<file path="config.mk">
export PLATFORM = sky130hd
export DESIGN_NAME = mcore_bitstream_reader
export DESIGN_NICKNAME = d
export VERILOG_FILES = /design/src/rtl/mcore_bitstream_reader.sv
export SDC_FILE = /design/constraint.sdc
export NUM_CORES = 1
export LEC_CHECK = 0
export ABC_CLOCK_PERIOD_IN_PS = 10300
export CAP_MARGIN = 20
export CORE_MARGIN = 4
export CORE_UTILIZATION = 40
export DETAILED_ROUTE_END_ITERATION = 6
export MAX_ROUTING_LAYER = met4
export PLACE_DENSITY = 0.67
export SETUP_SLACK_MARGIN = 0.1
export SLEW_MARGIN = 20
export SYNTH_ARGS = -nofsm -noshare
export SYNTH_HDL_FRONTEND = slang
export SYNTH_SLANG_ARGS = --single-unit
</file>
<file path="constraint.sdc">
create_clock -name aclk -period 10.3 [get_ports aclk]
set_clock_uncertainty 0.05 [all_clocks]
set_input_delay 2.06 -clock aclk [delete_from_list [all_inputs] [get_ports aclk]]
set_output_delay 2.06 -clock aclk [all_outputs]
set_load 0.01 [all_outputs]
</file>
<file path="src/rtl/mcore_bitstream_reader.sv">
// MSB-first bit reader over word memory: one-word prefetch, up to MAX_BITS per read, skip of up to 255 bits.
// Optional feature: define MCORE_BITREADER_PEEK_EN to make op 11 a non-consuming read.
module mcore_bitstream_reader #(
  parameter int DATA_WIDTH = 32,
  parameter int ADDR_WIDTH = 32,
  parameter int MAX_BITS   = 32,
  parameter int BUF_WORDS  = 2
) (
  input  logic                    aclk,
  input  logic                    rsta,
  input  logic                    cmd_valid,
  output logic                    cmd_ready,
  input  logic [1:0]              cmd_op,
  input  logic [ADDR_WIDTH-1:0]   cmd_addr,
  input  logic [7:0]              cmd_bits,
  output logic                    rd_valid,
  output logic [MAX_BITS-1:0]     rd_data,
  output logic                    busy,
  output logic                    err,
  output logic                    mem_req,
  output logic [ADDR_WIDTH-1:0]   mem_addr,
  output logic                    mem_we,
  output logic [DATA_WIDTH/8-1:0] mem_be,
  output logic [DATA_WIDTH-1:0]   mem_wdata,
  input  logic                    mem_gnt,
  input  logic                    mem_rsp_valid,
  input  logic [DATA_WIDTH-1:0]   mem_rsp_rdata,
  input  logic                    mem_rsp_error
);

  localparam int BUFW  = DATA_WIDTH * BUF_WORDS;
  localparam int BYTES = DATA_WIDTH / 8;
  localparam int OFFB  = $clog2(BYTES);
  localparam int LW    = $clog2(BUFW + 1);
  localparam int CW    = (LW > 9) ? LW : 9;
  localparam logic [CW-1:0] DW_C   = CW'(DATA_WIDTH);
  localparam logic [CW-1:0] MB_C   = CW'(MAX_BITS);
  localparam logic [CW-1:0] BUFW_C = CW'(BUFW);
  localparam logic [CW-1:0] PF_LIM = CW'(BUFW - DATA_WIDTH);
  localparam logic [1:0] OP_ATTACH = 2'b00;
  localparam logic [1:0] OP_SKIP   = 2'b01;
  localparam logic [1:0] OP_READ   = 2'b10;
  localparam logic [1:0] OP_PEEK   = 2'b11;
`ifdef MCORE_BITREADER_PEEK_EN
  localparam bit PEEK_EN = 1'b1;
`else
  localparam bit PEEK_EN = 1'b0;
`endif

  typedef enum logic [1:0] {IDLE, EXEC, WAIT_DATA} state_t;

  state_t                state_q, state_d;
  logic [1:0]            op_q, op_d;
  logic [CW-1:0]         n_q, n_d;
  logic [ADDR_WIDTH-1:0] addr_q, addr_d;
  logic [BUFW-1:0]       buf_q, buf_d;
  logic [CW-1:0]         level_q, level_d;
  logic [ADDR_WIDTH-1:0] ptr_q, ptr_d;
  logic [ADDR_WIDTH-1:0] req_addr_q, req_addr_d;
  logic                  req_q, req_d;
  logic                  out_q, out_d;
  logic                  stale_q, stale_d;
  logic                  active_q, active_d;
  logic                  err_q, err_d;
  logic                  rd_valid_q, rd_valid_d;
  logic [MAX_BITS-1:0]   rd_data_q, rd_data_d;

  logic                  flush, rsp_take, rsp_use;
  logic [CW-1:0]         cmd_n, step, cons, level_mid;
  logic [BUFW-1:0]       buf_mid;
  logic [DATA_WIDTH-1:0] word_in;
  logic                  unused_addr_bits;

  assign unused_addr_bits = ^cmd_addr[OFFB-1:0];
  assign cmd_n    = {{(CW-8){1'b0}}, cmd_bits};
  assign step     = (n_q > DW_C) ? DW_C : n_q;
  assign rsp_take = out_q && mem_rsp_valid;
  assign word_in  = mem_rsp_error ? '0 : mem_rsp_rdata;

  always_comb begin
    state_d    = state_q;
    op_d       = op_q;
    n_d        = n_q;
    addr_d     = addr_q;
    ptr_d      = ptr_q;
    req_d      = req_q;
    req_addr_d = req_addr_q;
    out_d      = out_q;
    stale_d    = stale_q;
    active_d   = active_q;
    err_d      = err_q;
    rd_valid_d = 1'b0;
    rd_data_d  = rd_data_q;
    cons       = '0;
    flush      = 1'b0;

    unique case (state_q)
      IDLE: begin
        if (cmd_valid) begin
          state_d  = EXEC;
          op_d     = cmd_op;
          addr_d   = {cmd_addr[ADDR_WIDTH-1:OFFB], {OFFB{1'b0}}};
          active_d = 1'b1;
          n_d      = cmd_n;
          if (cmd_op[1] && cmd_n > MB_C) begin
            n_d   = MB_C;
            err_d = 1'b1;
          end
          if (cmd_op == OP_PEEK && !PEEK_EN) err_d = 1'b1;
        end
      end
      EXEC: begin
        case (op_q)
          OP_ATTACH: begin
            flush   = 1'b1;
            ptr_d   = addr_q;
            err_d   = 1'b0;
            state_d = IDLE;
          end
          OP_SKIP: begin
            if (n_q == '0) begin
              state_d = IDLE;
            end else if (level_q >= step) begin
              cons = step;
              n_d  = n_q - step;
              if (n_q == step) state_d = IDLE;
            end else if (!rsp_take) begin
              state_d = WAIT_DATA;
            end
          end
          default: begin
            if (op_q == OP_PEEK && !PEEK_EN) begin
              state_d = IDLE;
            end else if (level_q >= n_q) begin
              rd_valid_d = 1'b1;
              rd_data_d  = MAX_BITS'(buf_q >> (BUFW_C - n_q));
              if (op_q == OP_READ) cons = n_q;
              state_d = IDLE;
            end else if (!rsp_take) begin
              // a word landing this cycle is re-evaluated in EXEC, never parked in WAIT_DATA
              state_d = WAIT_DATA;
            end
          end
        endcase
      end
      WAIT_DATA: begin
        if (rsp_take) state_d = EXEC;
      end
      default: state_d = IDLE;
    endcase

    // buffer is left-justified: next bit to deliver sits at the MSB
    level_mid = level_q - cons;
    buf_mid   = buf_q << cons;
    rsp_use   = rsp_take && !stale_q && !flush;
    if (flush) begin
      buf_d   = '0;
      level_d = '0;
    end else if (rsp_use) begin
      buf_d   = buf_mid | ({word_in, {(BUFW-DATA_WIDTH){1'b0}}} >> level_mid);
      level_d = level_mid + DW_C;
      if (mem_rsp_error) err_d = 1'b1;
    end else begin
      buf_d   = buf_mid;
      level_d = level_mid;
    end

    if (rsp_take) begin
      out_d   = 1'b0;
      stale_d = 1'b0;
    end
    if (req_q && mem_gnt) begin
      req_d = 1'b0;
      out_d = 1'b1;
      if (!stale_q && !flush) ptr_d = ptr_q + ADDR_WIDTH'(BYTES);
    end
    // an in-flight fetch from the old stream completes normally but its data is dropped
    if (flush && (req_q || (out_q && !rsp_take))) stale_d = 1'b1;
    if (active_q && !req_q && !out_q && !flush && level_q <= PF_LIM) begin
      req_d      = 1'b1;
      req_addr_d = ptr_q;
    end
  end

  always_ff @(posedge aclk or posedge rsta) begin
    if (rsta) begin
      state_q    <= IDLE;
      op_q       <= OP_ATTACH;
      n_q        <= '0;
      addr_q     <= '0;
      buf_q      <= '0;
      level_q    <= '0;
      ptr_q      <= '0;
      req_addr_q <= '0;
      req_q      <= 1'b0;
      out_q      <= 1'b0;
      stale_q    <= 1'b0;
      active_q   <= 1'b0;
      err_q      <= 1'b0;
      rd_valid_q <= 1'b0;
      rd_data_q  <= '0;
    end else begin
      state_q    <= state_d;
      op_q       <= op_d;
      n_q        <= n_d;
      addr_q     <= addr_d;
      buf_q      <= buf_d;
      level_q    <= level_d;
      ptr_q      <= ptr_d;
      req_addr_q <= req_addr_d;
      req_q      <= req_d;
      out_q      <= out_d;
      stale_q    <= stale_d;
      active_q   <= active_d;
      err_q      <= err_d;
      rd_valid_q <= rd_valid_d;
      rd_data_q  <= rd_data_d;
    end
  end

  assign cmd_ready = (state_q == IDLE);
  assign busy      = (state_q != IDLE) || req_q || out_q;
  assign err       = err_q;
  assign rd_valid  = rd_valid_q;
  assign rd_data   = rd_data_q;
  assign mem_req   = req_q;
  assign mem_addr  = req_addr_q;
  assign mem_we    = 1'b0;
  assign mem_be    = '1;
  assign mem_wdata = '0;

endmodule

</file>
* After elaboration in Yosys (flattened, before gate mapping)
Index checks and enable logic that the tools add are counted.
Operators by class: add/sub/neg operators 5, order comparisons 5, eq/ne operators 13, shift operators 3, multiplexer cells 52, bitwise operators 3, reduce and logical (&&, ||, !) cells 33
Operator list (number):
- 32-bit 2-to-1 mux | 5
- 64-bit 2-to-1 mux | 2
- 9-bit 2-to-1 mux | 13
- 64-bit bitwise OR | 1
- 64-bit by 9-bit left shift with 64-bit output | 1
- 64-bit by 9-bit right shift with 32-bit output | 1
- 64-bit by 9-bit right shift with 64-bit output | 1
- 9-bit case mux with 2 select lines | 2
- 32-bit by 3-bit adder with 32-bit output, second input constant | 1
- 9-bit >= comparator | 2
- 1-bit 2-to-1 mux | 18
- 9-bit subtractor | 2
- 2-bit 2-to-1 mux | 8
- 1-bit logical AND | 12
- 2-bit != test, second input constant | 5
- 2-bit nonzero test | 5
- 9-bit by 6-bit adder with 9-bit output, second input constant | 1
- 9-bit equality test | 1
- 9-bit by 6-bit > comparator with 1-bit output, second input constant | 1
- 9-bit by 6-bit <= comparator with 1-bit output, second input constant | 1
- 9-bit logical NOT | 1
- 7-bit by 9-bit subtractor with 9-bit output, first input constant | 1
- 2-bit equality test, second input constant | 4
- 8-bit by 6-bit > comparator with 1-bit output, second input constant | 1
- other kinds (15) | 24
Word-level totals: flip-flop bits (word level) 218, output and inout port bits 106, word-level logic and storage cells 129

* Logic depth before layout (Yosys ltp)
depth in word-level cells 12, gate-level depth with buffers 32

* Least setup slack after synthesis
No wires, ideal clock.
path type register to register, start register n_q[1], end register buf_q[34], setup time 0.127 ns, arrival 6.514 ns, data required time 10.123 ns, path slack 3.609 ns, stages on the path, launching flop included 29, path buffers 6, clock period less this slack 6.691 ns, path through dfrtp_1 clkbuf_1 inv_1 ha_1 or4b_1 buf_2 a21boi_4 nand2_1 ha_1 a211o_1 o211ai_1 o311ai_0 o2111a_1 nor2_4 inv_4 buf_2 ha_1 fa_1 clkbuf_1 clkbuf_1 buf_1 mux2i_1 mux2i_1 o21ai_0 nor2_1 o21ai_0 o21ai_0 a22oi_1 o21ai_1
On the way: longest elaborated chain between the ends 12, elaborated cells on any way between the ends 18, those cells by class add/sub (1); order compare (3); shift (2); mux (10); bitwise (1); reduce/logical (1)
Ends and longest elaborated chain:
- from (decl) | RTL line 54 | logic [CW-1:0] n_q, n_d;
- from (signal assigned) | RTL line 205 | n_q <= n_d;
- 9-bit by 6-bit > comparator with 1-bit output | RTL line 76 | assign step = (n_q > DW_C) ? DW_C : n_q;
- 9-bit 2-to-1 mux | RTL line 76
- 9-bit >= comparator | RTL line 123 | end else if (level_q >= step) begin
- 9-bit 2-to-1 mux | RTL line 123
- 9-bit 2-to-1 mux | RTL line 121 | if (n_q == '0) begin
- 9-bit case mux with 2 select lines * | RTL line 113 | case (op_q)
- 9-bit 2-to-1 mux * | RTL line 97 | unique case (state_q)
- 9-bit subtractor | RTL line 153 | level_mid = level_q - cons;
- 64-bit by 9-bit right shift with 64-bit output | RTL line 160 | buf_d = buf_mid | ({word_in, {(BUFW-DATA_WIDTH){1'b0}}} >> level_mid);
- 64-bit bitwise OR | RTL line 160
- 64-bit 2-to-1 mux * | RTL line 159 | end else if (rsp_use) begin
- 64-bit 2-to-1 mux * | RTL line 156 | if (flush) begin
- via buf_d[34] | RTL line 56 | logic [BUFW-1:0] buf_q, buf_d;
- to (signal assigned) | RTL line 207 | buf_q <= buf_d;
- to (decl) | RTL line 56
Mark *: on every way through the listed nets, which the timed path passes. The rest lies on a longest branch. A chain may end at the register's enable or synchronous reset.

* Worst setup path in the final report
start register n_q[0], end register buf_q[23]
The elaborated chain is that of the path after synthesis.

==> results by group <==
Critical path
  • CP Cell Sequence: inv_2 > ha_2 > nor4b_1 > o21ai_0 > nor2_1 > ha_1 > nand2b_1 > a211oi_1 > o311ai_0 > o2111a_1 > buf_4 > nor2_4 > inv_4 > ha_2 > fa_2 > xor2_4 > buf_4 > mux2i_1 > mux2i_1 > mux4_2 > nand2_1 > o21ai_0 > a21oi_1 > o221ai_1
  • Critical path's largest stage delay: roughly 820 ps
  • Slowest cell on the critical path: xor2_4
  • Worst Path Arrival: approximately 8800 ps
  • CP Launch Type: flop
  • Kind of critical path: reg2reg
  • Top delay family on crit path: compound AO/OA/AOI/OAI gates
  • Worst setup EP type: flop
  • Crit-path max FO: 32
  • Worst Path Required: 10,600 ps
  • Worst path bufs/invs: 4

Detailed routing
  • ANT nets after route: 0
  • First-iteration detailed-routing DRC count: 2,787
  • Avg WL per Cell: 26.0 um
  • Pre-antenna DRT Iters: 6
  • Via density: 6.39
  • DRT Wirelength: 86.2 mm
  • Drc violations: 0
  • Vias after detailed routing: about 21,000

Die
  • Placement Rows: between 80 and 90
  • Core area: 50,600 um^2
  • DIE AREA: between 50,000 and 60,000 um^2
  • Starting Density: 40.7%
  • Die Y: around 230 um
  • I/O pins: about 190
  • Chip width: roughly 230 um

Clocking
  • Post-cts resize count: 0
  • CTS Sinks: between 200 and 250
  • TritonCTS buffer count: 26
  • Worst-Skew Late Latency: 580 ps
  • TritonCTS clock tree: built
  • Clk slew on worst S/H paths: roughly 60 ps
  • Root buf cell: clkbuf_16
  • Post-CTS setup buffer count: 0
  • Hold buffers post-CTS: 0
  • Number of buffers on the longest clock path: 3
  • H-Tree Level Count: 1

Place
  • Port bufs: between 100 and 150
  • Cell count after placement: approximately 3,300
  • Final HPWL DP: between 60 and 70 mm
  • Routability Congestion: ~1.1

Power and ir drop
  • Total power: 8.65 mW
  • Pleak: 9.80 nW
  • Max IR drop VDD: about 0.24 mV
  • Pwr/cell area: 367 nW/um^2

GRT
  • Antenna violations before repair: 2
  • GRT Total Usage: a little under a third
  • Largest net degree at the start of global routing: 92
  • Overflow after GRT: 0
  • Number of global-route vias before repair: between 20,000 and 25,000
  • First-pass GRT wire length: approximately 130 mm

STA
  • Min Tclk post-route: around 8500 ps
  • Count of final setup violators: 0
  • Final worst-path cycle share: about 82%
  • Slew Viols, Final: 0
  • Slew @ Worst Pin: roughly 1100 ps
  • Peak Freq: between 0.1 and 0.15 GHz
  • Slew headroom: between 20 and 30%
  • Hold Violations, Final: 0
  • Setup TNS Final: 0 ps
  • RSZ-0062 raised after global routing: no

Finish
  • Final Util: between 40% and 50%
  • Share of layout cells above drive strength 1: a little over a tenth
  • Syn-to-layout area delta: 14.4%
  • Nets: 2,737
  • Layout Cells excl Fill: ~3,300

Worst hold path
  • Worst Hold Class: reg2reg

Yosys
  • Largest family of logic cells by synthesized area: compound AO/OA/AOI/OAI gates
  • Post-Synth Adder-Cell Area: between 1.5 and 2%
  • Xor-xnor portion of the synthesized cell area: around 2%
  • Cell area after synthesis: 20,600 um^2
  • Synth Area in Compound Gates: roughly a quarter
  • Main synth FF type: dfrtp_1
  • Unique masters post-synth: just over 90
  • Post-synth EDFFs: 0
  • Ys async rst share: 100%
  • Synth Register Bits: ~220
  • Sequential fraction of the synthesis area: between 20% and 30%
  • Syn Area/Cell: around 8.0 um^2
  • Mux contribution to synthesized area: about a fifth
  • Post-Synth Simple-Gate Area: approximately a fifth
  • Cell count after synthesis: approximately 2,600
  • Synth warnings: 0

Outcome
  • Outcome: finished, final reports clean

Job
  • Max Cap Violations: 0
metrics by stage:
stage               setup slack, ps  cell area (um^2)  hold WS [ps]
global placement               2310             22600           397
CTS                            2110             23500           411
finish                         1850             23600           408
detailed placement             2160             22600           397
global route                   1530             23600           442
floorplan                      2230             20800           375
power breakdown:
group	total, mW	switching, mW	internal [mW]
registers	1.64	0.447	1.20
logic	5.98	3.81	2.18
clock network	1.03	0.400	0.626
total	8.65	4.65	4.00
flip-flops by register name (all words and copies together), names as in the netlist:
signal	count
n_q	9
active_q	1
buf_q	64
mem_req	1
op_q	2
level_q	9
err	1
mem_addr	32
out_q	1
stale_q	1
addr_q	30
ptr_q	32
rd_valid	1
state_q	2
rd_data	32
worst paths after layout:
path | startpoint | to | slack, ps | depth (start not counted)
worst max register to register | n_q[0] | buf_q[23] | 1850 | 24
worst min-delay path | active_q | active_q | 410 | 1
max in group asynchronous | rsta | buf_q[51] | 6960 | 3
min in group asynchronous | rsta | ptr_q[25] | 1950 | 2
worst min register to register | active_q | active_q | 410 | 1
worst max-delay path | n_q[0] | buf_q[23] | 1850 | 24
routing by layer:
layer	global-route usage, %	share of wire, %	up-vias	routed length (um)
li1	-	-	9573	-
met1	40.9	42	10300	36600
met2	46.1	45	1157	38400
met3	5.79	8.8	208	7590
met4	10.4	4.2	0	3640
met5	-	0	-	0
kinds of logic (layout without fill, tap and decap cells):
| logic type | after synthesis | in the layout |
|---|---|---|
| AO/OA/AOI/OAI | 758 | 758 |
| XOR/XNOR | 48 | 48 |
| adder cells (fa/ha/maj) | 31 | 31 |
| buffers and inverters | 272 | 294 |
| flip-flops | 218 | 218 |
| multiplexers | 344 | 344 |
| other | 2 | 43 |
| AND/OR/NAND/NOR | 911 | 911 |
placed cells by master (no fill, tap or decap), types with 66 or more instances in the layout:
cell type        netlist  routed
buf_4                 40      66
mux2i_1              231     231
nand2_1              417     417
mux2_2                74      74
dfrtp_1              218     217
o21ai_0              174     174
nor2_1               196     196
clkdlybuf4s50_1        0     146
a21oi_1              168     167
nand3_1               81      81
cell type report:
| type | instances | area, um^2 |
|---|---|---|
| flip-flops and latches | 218 | 5460 |
| diodes | 2 | 5.00 |
| well taps | 672 | 841 |
| repair buffers | 213 | 1980 |
| clock inverters | 14 | 229 |
| fillers | 4931 | 27000 |
| multi-input cells | 2133 | 14200 |
| inverters | 34 | 140 |
| clock buffers | 33 | 727 |
synthesized netlist by cell type (all sizes together) (7+ instances only):
library cell	n	area [um^2]
o221ai	16	140
o2bb2ai	9	78.8
mux2	74	833
a32oi	7	61.3
o21ai	181	906
clkbuf	138	518
and3	35	219
nor2	198	753
a22o	23	201
a2bb2oi	8	70.1
nor4	7	43.8
nand4	15	93.8
or3	13	81.3
a221oi	8	70.1
a21oi	168	841
a22oi	32	240
nand3	81	405
mux2i	233	2340
a211oi	59	453
a221o	13	130
buf	100	583
nor2b	40	250
nand2	417	1570
o32ai	9	78.8
a21o	14	105
o21a	12	90.1
and2	18	113
or2	8	50.1
dfrtp	218	5460
a211o	16	140
o211ai	35	268
nor3	50	255
o22a	10	87.6
ha	30	375
a31oi	23	144
xnor2	19	166
o22ai	49	313
a32o	7	70.1
xor2	29	254
nand2b	15	93.8
o31ai	8	60.1
inv	33	129
mux4	37	833
worst reg2reg max path, delay by kind of cell, from the launching register on:
| kind | cells | cell delay (ps) |
|---|---|---|
| AND/OR/NAND/NOR | 5 | 1450 |
| adder cells (fa/ha/maj) | 4 | 1280 |
| multiplexers | 3 | 1040 |
| AO/OA/AOI/OAI | 7 | 2150 |
| flip-flops | 1 | 570 |
| XOR/XNOR | 1 | 820 |
| buffers and inverters | 4 | 880 |
No activity file was read; power rests on OpenSTA's default activity.
